===== config.mk =====
export PLATFORM = sky130hd
export DESIGN_NAME = multi_buffer_controller_flat
export DESIGN_NICKNAME = d
export VERILOG_FILES = /design/src/rtl/multi_buffer_controller_if.sv /design/src/rtl/multi_buffer_controller.sv /design/src/flat_wrapper.sv
export SDC_FILE = /design/constraint.sdc
export NUM_CORES = 1
export LEC_CHECK = 0
export ABC_AREA = 1
export CORE_MARGIN = 3
export CORE_UTILIZATION = 45
export DETAILED_ROUTE_END_ITERATION = 10
export PLACE_DENSITY = 0.68
export SYNTH_ARGS = -nofsm -noshare
export SYNTH_HDL_FRONTEND = slang
export SYNTH_SLANG_ARGS = --single-unit

===== constraint.sdc =====
create_clock -name clk -period 2.1 [get_ports clk]
set_clock_uncertainty 0.05 [all_clocks]
set_input_delay 0.42 -clock clk [delete_from_list [all_inputs] [get_ports clk]]
set_output_delay 0.42 -clock clk [all_outputs]
set_load 0.005 [all_outputs]

===== src/rtl/multi_buffer_controller_if.sv =====
// Handshake bundle between the frame-store arbiter and its camera/display clients.
interface multi_buffer_controller_if #(
   parameter int NUM_BUFFERS = 3
);
   localparam int ID_WIDTH  = $clog2(NUM_BUFFERS);
   localparam int CNT_WIDTH = $clog2(NUM_BUFFERS + 1);

   logic                 write_rq_rdy;
   logic                 finalize_wr;
   logic                 read_rq_rdy;
   logic                 finalize_rd;
   logic                 wr_id_valid;
   logic [ID_WIDTH-1:0]  wr_id;
   logic                 rd_id_valid;
   logic [ID_WIDTH-1:0]  rd_id;
   logic                 frame_dropped;
   logic                 frame_repeated;
   logic [CNT_WIDTH-1:0] ready_count;

   // Clients: camera writer and display reader
   modport master (
      output write_rq_rdy, finalize_wr, read_rq_rdy, finalize_rd,
      input  wr_id_valid, wr_id, rd_id_valid, rd_id,
             frame_dropped, frame_repeated, ready_count
   );

   // Arbiter side
   modport slave (
      input  write_rq_rdy, finalize_wr, read_rq_rdy, finalize_rd,
      output wr_id_valid, wr_id, rd_id_valid, rd_id,
             frame_dropped, frame_repeated, ready_count
   );
endinterface


===== src/rtl/multi_buffer_controller.sv =====
// N-slot frame-store arbiter: hands out write/read buffer indices, with
// "latest" (drop stale frames) or "queue" (FIFO with writer backpressure) policy.
`ifndef SVL_VERBOSE_INFO
`define SVL_VERBOSE_INFO 3
`endif

module multi_buffer_controller #(
   parameter int NUM_BUFFERS = 3,
   parameter int ID_WIDTH    = $clog2(NUM_BUFFERS),
   parameter int MODE        = 0,
   parameter int LOG_LEVEL   = `SVL_VERBOSE_INFO
) (
   input  logic                      clk,
   input  logic                      reset,
   multi_buffer_controller_if.slave  bus
);
   localparam int CW = $clog2(NUM_BUFFERS + 1);

   typedef enum logic [2:0] {S_FREE, S_WRITING, S_READY, S_READING, S_HELD} slot_t;
   typedef enum logic [1:0] {W_IDLE, W_SEARCH, W_GRANT, W_ACTIVE} wr_state_t;
   typedef enum logic [1:0] {R_IDLE, R_SEARCH, R_GRANT, R_ACTIVE} rd_state_t;

   slot_t               slot_q  [NUM_BUFFERS];
   slot_t               slot_d  [NUM_BUFFERS];
   logic [ID_WIDTH-1:0] order_q [NUM_BUFFERS];
   logic [ID_WIDTH-1:0] order_c [NUM_BUFFERS];
   logic [ID_WIDTH-1:0] order_d [NUM_BUFFERS];
   logic [CW-1:0]       cnt_q, cnt_c, cnt_d;

   wr_state_t           wr_state;
   rd_state_t           rd_state;
   logic [ID_WIDTH-1:0] wr_ptr;
   logic [ID_WIDTH-1:0] wr_id_q, rd_id_q;
   logic                wr_valid_q, rd_valid_q;
   logic                dropped_q, repeated_q;

   logic                wr_commit, rd_finish;
   logic                wr_found;
   logic [ID_WIDTH-1:0] wr_pick, cand;
   logic                held_found;
   logic [ID_WIDTH-1:0] held_idx;
   logic                rd_take, rd_repeat;
   logic [ID_WIDTH-1:0] rd_pick;
   logic                drop;

   assign bus.wr_id_valid    = wr_valid_q;
   assign bus.wr_id          = wr_id_q;
   assign bus.rd_id_valid    = rd_valid_q;
   assign bus.rd_id          = rd_id_q;
   assign bus.frame_dropped  = dropped_q;
   assign bus.frame_repeated = repeated_q;
   assign bus.ready_count    = cnt_q;

   // Free-slot search (round-robin from wr_ptr) and HELD-slot lookup
   always_comb begin
      wr_found   = 1'b0;
      wr_pick    = '0;
      cand       = '0;
      held_found = 1'b0;
      held_idx   = '0;
      for (int unsigned i = 0; i < NUM_BUFFERS; i++) begin
         cand = ID_WIDTH'((32'(wr_ptr) + i) % NUM_BUFFERS);
         if (!wr_found && slot_q[cand] == S_FREE) begin
            wr_found = 1'b1;
            wr_pick  = cand;
         end
         if (slot_q[i] == S_HELD) begin
            held_found = 1'b1;
            held_idx   = ID_WIDTH'(i);
         end
      end
   end

   // READY-order list: writer commit is applied before the reader pops,
   // so a same-edge read search sees the frame just committed
   always_comb begin
      wr_commit = bus.finalize_wr && (wr_state == W_GRANT || wr_state == W_ACTIVE);
      rd_finish = bus.finalize_rd && (rd_state == R_GRANT || rd_state == R_ACTIVE);
      order_c   = order_q;
      cnt_c     = cnt_q;
      drop      = 1'b0;
      if (wr_commit) begin
         if (MODE == 0) begin
            drop       = (cnt_q != '0);
            order_c[0] = wr_id_q;
            cnt_c      = CW'(1);
         end else begin
            order_c[ID_WIDTH'(cnt_q)] = wr_id_q;
            cnt_c = cnt_q + CW'(1);
         end
      end
      order_d   = order_c;
      cnt_d     = cnt_c;
      rd_take   = 1'b0;
      rd_repeat = 1'b0;
      rd_pick   = '0;
      if (rd_state == R_SEARCH) begin
         if (cnt_c != '0) begin
            rd_take = 1'b1;
            rd_pick = order_c[0];
            for (int unsigned i = 0; i + 1 < NUM_BUFFERS; i++)
               order_d[i] = order_c[i+1];
            cnt_d = cnt_c - CW'(1);
         end else if (held_found) begin
            rd_repeat = 1'b1;
            rd_pick   = held_idx;
         end
      end
   end

   // Per-slot state transitions from both FSMs (they touch disjoint slots)
   always_comb begin
      slot_d = slot_q;
      if (wr_state == W_SEARCH && wr_found)
         slot_d[wr_pick] = S_WRITING;
      if (wr_commit) begin
         if (MODE == 0)
            for (int unsigned i = 0; i < NUM_BUFFERS; i++)
               if (slot_q[i] == S_READY) slot_d[i] = S_FREE;
         slot_d[wr_id_q] = S_READY;
      end
      if (rd_finish)
         slot_d[rd_id_q] = S_HELD;
      if (rd_take) begin
         for (int unsigned i = 0; i < NUM_BUFFERS; i++)
            if (slot_q[i] == S_HELD) slot_d[i] = S_FREE;
         slot_d[rd_pick] = S_READING;
      end
      if (rd_repeat)
         slot_d[held_idx] = S_READING;
   end

   // Write/read handshake FSMs plus registered slot table and status pulses;
   // valid rises one cycle after entering GRANT, giving request-to-valid of two edges
   always_ff @(posedge clk) begin
      if (reset) begin
         for (int unsigned i = 0; i < NUM_BUFFERS; i++) begin
            slot_q[i]  <= (i == 0) ? S_READY : S_FREE;
            order_q[i] <= '0;
         end
         cnt_q      <= CW'(1);
         wr_ptr     <= ID_WIDTH'(1);
         wr_state   <= W_IDLE;
         rd_state   <= R_IDLE;
         wr_id_q    <= '0;
         rd_id_q    <= '0;
         wr_valid_q <= 1'b0;
         rd_valid_q <= 1'b0;
         dropped_q  <= 1'b0;
         repeated_q <= 1'b0;
      end else begin
         slot_q     <= slot_d;
         order_q    <= order_d;
         cnt_q      <= cnt_d;
         dropped_q  <= drop;
         repeated_q <= rd_repeat;

         case (wr_state)
            W_IDLE:   if (bus.write_rq_rdy) wr_state <= W_SEARCH;
            W_SEARCH: if (wr_found) begin
                         wr_id_q  <= wr_pick;
                         wr_ptr   <= ID_WIDTH'((32'(wr_pick) + 1) % NUM_BUFFERS);
                         wr_state <= W_GRANT;
                      end
            W_GRANT:  if (bus.finalize_wr) begin
                         wr_valid_q <= 1'b0;
                         wr_state   <= W_IDLE;
                      end else if (!bus.write_rq_rdy) begin
                         wr_valid_q <= 1'b0;
                         wr_state   <= W_ACTIVE;
                      end else begin
                         wr_valid_q <= 1'b1;
                      end
            W_ACTIVE: if (bus.finalize_wr) wr_state <= W_IDLE;
            default:  wr_state <= W_IDLE;
         endcase

         case (rd_state)
            R_IDLE:   if (bus.read_rq_rdy) rd_state <= R_SEARCH;
            R_SEARCH: if (rd_take || rd_repeat) begin
                         rd_id_q  <= rd_pick;
                         rd_state <= R_GRANT;
                      end
            R_GRANT:  if (bus.finalize_rd) begin
                         rd_valid_q <= 1'b0;
                         rd_state   <= R_IDLE;
                      end else if (!bus.read_rq_rdy) begin
                         rd_valid_q <= 1'b0;
                         rd_state   <= R_ACTIVE;
                      end else begin
                         rd_valid_q <= 1'b1;
                      end
            R_ACTIVE: if (bus.finalize_rd) rd_state <= R_IDLE;
            default:  rd_state <= R_IDLE;
         endcase
      end
   end
endmodule


===== src/flat_wrapper.sv =====
// flat-port wrapper written by rule: the top's interface ports become plain ports
module multi_buffer_controller_flat 
#(
   parameter int NUM_BUFFERS = 3,
   parameter int ID_WIDTH    = $clog2(NUM_BUFFERS),
   parameter int MODE        = 0,
   parameter int LOG_LEVEL   = `SVL_VERBOSE_INFO
)
  (clk, reset, bus_write_rq_rdy, bus_finalize_wr, bus_read_rq_rdy, bus_finalize_rd, bus_wr_id_valid, bus_wr_id, bus_rd_id_valid, bus_rd_id, bus_frame_dropped, bus_frame_repeated, bus_ready_count);
  multi_buffer_controller_if #(.NUM_BUFFERS(NUM_BUFFERS)) bus_i ();
  input  logic clk;
  input  logic reset;
  input wire logic [$bits(bus_i.write_rq_rdy)-1:0] bus_write_rq_rdy;
  input wire logic [$bits(bus_i.finalize_wr)-1:0] bus_finalize_wr;
  input wire logic [$bits(bus_i.read_rq_rdy)-1:0] bus_read_rq_rdy;
  input wire logic [$bits(bus_i.finalize_rd)-1:0] bus_finalize_rd;
  output wire logic [$bits(bus_i.wr_id_valid)-1:0] bus_wr_id_valid;
  output wire logic [$bits(bus_i.wr_id)-1:0] bus_wr_id;
  output wire logic [$bits(bus_i.rd_id_valid)-1:0] bus_rd_id_valid;
  output wire logic [$bits(bus_i.rd_id)-1:0] bus_rd_id;
  output wire logic [$bits(bus_i.frame_dropped)-1:0] bus_frame_dropped;
  output wire logic [$bits(bus_i.frame_repeated)-1:0] bus_frame_repeated;
  output wire logic [$bits(bus_i.ready_count)-1:0] bus_ready_count;
  assign bus_i.write_rq_rdy = bus_write_rq_rdy;
  assign bus_i.finalize_wr = bus_finalize_wr;
  assign bus_i.read_rq_rdy = bus_read_rq_rdy;
  assign bus_i.finalize_rd = bus_finalize_rd;
  assign bus_wr_id_valid = bus_i.wr_id_valid;
  assign bus_wr_id = bus_i.wr_id;
  assign bus_rd_id_valid = bus_i.rd_id_valid;
  assign bus_rd_id = bus_i.rd_id;
  assign bus_frame_dropped = bus_i.frame_dropped;
  assign bus_frame_repeated = bus_i.frame_repeated;
  assign bus_ready_count = bus_i.ready_count;
  multi_buffer_controller #(.NUM_BUFFERS(NUM_BUFFERS), .ID_WIDTH(ID_WIDTH), .MODE(MODE), .LOG_LEVEL(LOG_LEVEL)) u_core (.clk(clk), .reset(reset), .bus(bus_i));
endmodule

# After elaboration in Yosys (flattened, before gate mapping)
# Index checks and enable logic that the tools add are counted.
[classes]
n_eq_ne = 20
mux = 75
order_cmp = 13
n_div = 4
n_bitwise = 24
reduce_logical = 27
n_addsub = 4
[ops]
columns = ["op", "n"]
rows = [
  ["32-bit by 2-bit remainder unit with 32-bit output, second input constant", 3],
  ["3-bit two-way mux", 20],
  ["9-bit two-way mux", 6],
  ["2-bit two-way mux", 20],
  ["2-bit by 2-bit remainder unit with 32-bit output, second input constant", 1],
  ["3-bit demux with 2-bit select", 5],
  ["3-bit >= comparator, second input constant", 8],
  ["2-bit inverter with 3-bit output", 8],
  ["6-bit AND", 3],
  ["3-bit binary-select mux with 2-bit select", 3],
  ["6-bit inverter", 3],
  ["1-bit two-way mux", 16],
  ["2-bit one-hot mux with 4 select lines", 2],
  ["3-bit by 1-bit less-than comparator with 1-bit output, second input constant", 5],
  ["6-bit OR", 2],
  ["1-bit logical AND", 10],
  ["2-bit inequality test, second input constant", 5],
  ["3-bit by 2-bit equality test with 1-bit output, second input constant", 3],
  ["3-bit equality test, second input constant", 3],
  ["3-bit logical NOT", 3],
  ["3-bit OR", 3],
  ["2-bit equality test, second input constant", 4],
  ["4-bit two-way mux", 2],
  ["4-bit AND reduction", 2],
  ["other kinds (16)", 27],
]
[word_totals]
wordCells = 183
register_bits = 31

# Logic depth before layout (Yosys ltp)
[logic_depth]
ltp_word = 33
mapped_depth = 16

# Worst setup path after synthesis
# No wires, ideal clock.
[synth_timing]
path_type = "register to register"
start = "reg u_core.wr_ptr[0]"
end = "reg u_core.slot_q[6] (netlist bit)"
setup_slack_ns = 0.105
n_path_buf = 0
setup_ns = 0.132
synth_period_minus_slack_ns = 1.995
path_stages_with_launch = 16
t_arrival_ns = 1.813
path_cell_list = "dfxtp_1 > inv_1 > ha_1 > inv_2 > nand2_1 > nand2_1 > nand3_2 > nor2_4 > nand3_1 > nand2_2 > inv_1 > ha_1 > nand2_1 > nand2_1 > nand4_1 > a21oi_1"
[synth_between]
elab_chain_len = 32
elab_cells_between_ends = 51
cone_classes = "add/sub (2); div (3); order compare (2); mux (26); bitwise (9); reduce/logical (9)"
[synth_lines]
columns = ["element", "line_no", "text"]
rows = [
  ["from (decl)", "multi_buffer_controller.sv:32", "logic [ID_WIDTH-1:0] wr_ptr;"],
  ["from (signal assigned)", "multi_buffer_controller.sv:162", "wr_ptr <= ID_WIDTH'((32'(wr_pick) + 1) % NUM_BUFFERS);"],
  ["branches (longest 19 deep; another with 32-bit by 2-bit remainder unit with 32-bit output)", "--", ""],
  ["9-bit two-way mux *", "multi_buffer_controller.sv:114", "if (wr_state == W_SEARCH && wr_found)"],
  ["3-bit two-way mux", "multi_buffer_controller.sv:119", "if (slot_q[i] == S_READY) slot_d[i] = S_FREE;"],
  ["9-bit two-way mux", "multi_buffer_controller.sv:116", "if (wr_commit) begin"],
  ["6-bit AND (no line)", "--", ""],
  ["9-bit two-way mux *", "multi_buffer_controller.sv:116", ""],
  ["6-bit AND (no line)", "--", ""],
  ["9-bit two-way mux *", "multi_buffer_controller.sv:122", "if (rd_finish)"],
  ["3-bit two-way mux", "multi_buffer_controller.sv:126", "if (slot_q[i] == S_HELD) slot_d[i] = S_FREE;"],
  ["3-bit two-way mux", "multi_buffer_controller.sv:124", "if (rd_take) begin"],
  ["6-bit OR (no line)", "--", ""],
  ["9-bit two-way mux *", "multi_buffer_controller.sv:124", ""],
  ["6-bit OR (no line)", "--", ""],
  ["9-bit two-way mux *", "multi_buffer_controller.sv:129", "if (rd_repeat)"],
  ["to (signal, indexed assignment)", "multi_buffer_controller.sv:138", "slot_q[i] <= (i == 0) ? S_READY : S_FREE;"],
  ["to (signal assigned)", "multi_buffer_controller.sv:152", "slot_q <= slot_d;"],
  ["to (decl)", "multi_buffer_controller.sv:23", "slot_t slot_q [NUM_BUFFERS];"],
]
# Mark *: on every way between the ends. The select of a mux whose other input is x is not followed.
# A chain may end at the register's enable or synchronous reset.

# Worst setup path in the final report
[layout_timing]
start = "reg u_core.wr_ptr[0]"
end = "reg u_core.slot_q[7] (netlist bit)"
[layout_between]
elab_chain_len = 33
elab_cells_between_ends = 52
cone_classes = "add/sub (2); div (3); order compare (2); mux (26); bitwise (10); reduce/logical (9)"
[layout_lines]
columns = ["element", "line_no"]
rows = [
  ["branches (longest 20 deep; another with 32-bit by 2-bit remainder unit with 32-bit output)", "--"],
  ["9-bit two-way mux *", "multi_buffer_controller.sv:114"],
  ["3-bit two-way mux", "multi_buffer_controller.sv:119"],
  ["9-bit two-way mux", "multi_buffer_controller.sv:116"],
  ["3-bit OR (no line)", "--"],
  ["9-bit two-way mux *", "multi_buffer_controller.sv:116"],
  ["6-bit AND (no line)", "--"],
  ["9-bit two-way mux *", "multi_buffer_controller.sv:122"],
  ["3-bit two-way mux", "multi_buffer_controller.sv:126"],
  ["3-bit two-way mux", "multi_buffer_controller.sv:124"],
  ["6-bit OR (no line)", "--"],
  ["9-bit two-way mux *", "multi_buffer_controller.sv:124"],
  ["6-bit OR (no line)", "--"],
  ["9-bit two-way mux *", "multi_buffer_controller.sv:129"],
]
# Marks and branches as above.

==> results.yml <==
sta:
  maxSlewViolCount: 0
  hold_violations: 0
  min_period_ns: 1.98
  timing.fmax_mhz: 505
  layout_worst_path_cycle_share_pct: 94.3
  hold_slack_ns: 0.433
  max-slew-margin-rel_pct: 75.8
  finalSetupViolCount: 0
  tightest_slew_ns: 0.360
synth:
  ys_ff_latch: 27
  synth_ff_type: "dfxtp_1"
  synth_top_family_by_area: "simple AND/OR/NAND/NOR gates"
  ys_types: 34
  synth_nets: 260
  synth_compound_gate_area_share_pct: 15.3
  avgSynthCellArea_sq_um: 6.71
  netlist_instances: 249
  synthAdderAreaFrac_pct: 3.74
  yosys_warnings: 0
  yosysSeqAreaShare_pct: 32.3
  synth_edf_count: 0
  synth_xor_area_share_pct: 0
  yosys.area_share.simple_pct: 37.2
  async_flop_share_pct: 0
  synth_area_sq_um: 1670
  synth_mux_area_share_pct: 0
floorplanning:
  die_w_microns: 67.0
  row_count: 21
  io_pins: 16
  coreArea_sq_um: 3470
  start_util_pct: 48.2
  die_area_sq_um: 4480
  die_h_microns: 67.0
power:
  power_frac_seq_pct: 28.8
  finalPower_w: 0.00266
  power_frac_comb_pct: 60.2
  p_switching_w: 0.00125
  power.density_nw_per_um2: 1310
  leakage_nw: 0.901
  sw_frac_of_total_pct: 46.8
  pwr-share-clk_pct: 11.0
  irDropWorstVdd_v: 0.000702
  intPower_w: 0.00142
place:
  hpwl_microns: 2920
  dp_cells: 320
  placed_area_sq_um: 1960
  port_buffers: 15
  gp_congestion: 0.933
detailed_routing:
  routedWlPerCell_microns: 11.6
  route.detailed.drc: 0
  drt_iter0_drc: 85
  via_count: 1617
  totalWireLength_microns: 3760
  ant_nets: 0
  vias_per_cell: 4.99
  firstDrtPassIters: 4
worst_setup_path:
  critPathLaunchType: "flop"
  critPathKind: "flop to flop"
  critPathArrivalTime_ns: 2.14
  crit_path_frequent_cell: "nand3_1"
  cp-end-kind: "flop"
  path_cells: "buf_4 -> ha_1 -> inv_1 -> nand2_1 -> nand2_2 -> nand2_2 -> nor2_4 -> nand3_1 -> nand3_1 -> inv_1 -> ha_1 -> nand2_2 -> nand3_1 -> nand2_1 -> nand2_1 -> nand3_1"
  cp.required_ns: 2.26
  slowest_delay_ns: 0.32
  worst_path_max_delay_cell: "dfxtp_1"
  path_max_fanout: 3
grt:
  grt-ovfl-total: 0
  track_usage_pct: 18.8
  antenna_found_initial: 0
  grt_max_degree: 19
  grt_pass1_wl_microns: 6540
  grt_pass1_vias: 1586
layout:
  antenna_cells: 0
  fillers: 349
  mostFrequentLayoutCells: "nand2_1, inv_1, dfxtp_1"
  num-nets-final: 290
  mostFrequentLayoutCell: "nand2_1"
  syn2layout_area_growth_pct: 22.1
  final_core_util_pct: 58.8
  final_cells: 324
  drive_gt1_share_pct: 21.2
  fin_area_sq_um: 2040
clocking:
  cts.sinks: 27
  holdBufCountCts: 0
  cts_tree: "yes"
  clk-insertion-delay-late_ns: 0.27
  clk_pin_slew_worst_paths_ns: 0.09
  cts_buffer_depth: 2
  cts_buffers: 3
  cts_max_level: 1
  cts_root_buffer: "clkbuf_8"
outcome:
  status: "completed"
flow_run:
  drv_cap: 0
hold_path:
  worstHoldPathType: "flop to flop"
[state kept, by name (all words and copies together), names as in the netlist]
register                   cells
u_core.slot_q                  9
u_core.bus.rd_id               2
u_core.bus.ready_count         2
u_core.bus.wr_id               2
u_core.order_q                 2
u_core.rd_state                2
u_core.wr_ptr                  2
u_core.wr_state                2
u_core.bus.frame_dropped       1
u_core.bus.frame_repeated      1
u_core.bus.rd_id_valid         1
u_core.bus.wr_id_valid         1
[kinds of logic (layout without fill, tap and decap cells)]
logic type,Yosys count,count (layout)
flip-flops,27,27
AO/OA/AOI/OAI,43,43
AND/OR/NAND/NOR,124,124
buffers and inverters,50,79
adder cells (fa/ha/maj),5,5
[power by group through the flow]
stage	logic (W)	registers, W	clock network, W
4_1_cts	0.00154	0.000753	0.000310
6_report	0.00160	0.000767	0.000293
2_1_floorplan	0.00113	0.000746	0
3_3_place_gp	0.00150	0.000765	0
3_5_place_dp	0.00153	0.000765	0
5_1_grt	0.00181	0.000785	0.000321
[metal layers]
metal	wire [microns]	GRT usage [%]
met1	1920	24.8
met2	1610	30.1
met3	136	2.87
met4	89	8.35
met5	0	0
[Yosys cell counts, types with 2 or more instances]
cell type  count  area share (%)
o21ai_2        2             1.0
o21ai_0        9             2.7
nor2_2         2            0.75
nor3_2         3             1.8
inv_2         11             2.5
inv_1         36             8.1
nand3_2        4             2.4
nand4_1        4             1.5
a211oi_1       2            0.90
nor2_1        23             5.2
nor3_1         9             2.7
dfxtp_1       27              32
a31oi_1        2            0.75
o21ai_1        3            0.90
nand2_4        2             1.3
nand3_1       14             4.2
ha_1           5             3.7
nor2_4         2             1.3
nand2_2        6             2.2
a21oi_1       17             5.1
a21oi_2        2             1.0
nor4_1         2            0.75
nand2_1       51              11
[timing repair]
action / 4_1_cts / 5_1_grt
buffers inserted: 0 / 0
gates resized for setup: 0 / 8
setup endpoints to repair: 0 / 9
[layout make-up]
cell class / instances / area, sq um / area share, %
tap: 46 / 57.6 / 2.82
multi-input combinational: 172 / 971 / 47.6
sequential: 27 / 544 / 26.7
timing repair buffer: 27 / 240 / 11.8
clock buffer: 4 / 45.0 / 2.21
inverter: 48 / 183 / 8.95
[worst max-delay path: cells and delay by family (launching register included)]
family / cells / cell delay (ns)
fa+ha+maj: 2 / 0.41
buf+inv: 3 / 0.28
flops: 1 / 0.32
simple gates: 11 / 0.84
[metrics by stage]
stage	setup WS, ns	TNS (ns)
after floorplan	0.105	0
after global placement	0.0489	0
after detailed placement	-0.00679	-0.00896
after CTS	0.0256	0
after global routing	-0.0246	-0.0743
final	0.119	0
[final timing paths]
kind                                       startpoint                             endpoint  slack, ns  cells after the start
setup / recovery        u_core.wr_ptr[0]$_SDFFE_PP1N_          u_core.slot_q[7]$_SDFF_PP1_       0.12                     16
hold / removal    u_core.bus.wr_id_valid$_SDFFE_PP0P_  u_core.bus.wr_id_valid$_SDFFE_PP0P_       0.43                      2
setup reg to reg        u_core.wr_ptr[0]$_SDFFE_PP1N_          u_core.slot_q[7]$_SDFF_PP1_       0.12                     16
hold reg to reg   u_core.bus.wr_id_valid$_SDFFE_PP0P_  u_core.bus.wr_id_valid$_SDFFE_PP0P_       0.43                      2
No activity file was read; power rests on OpenSTA's default activity.
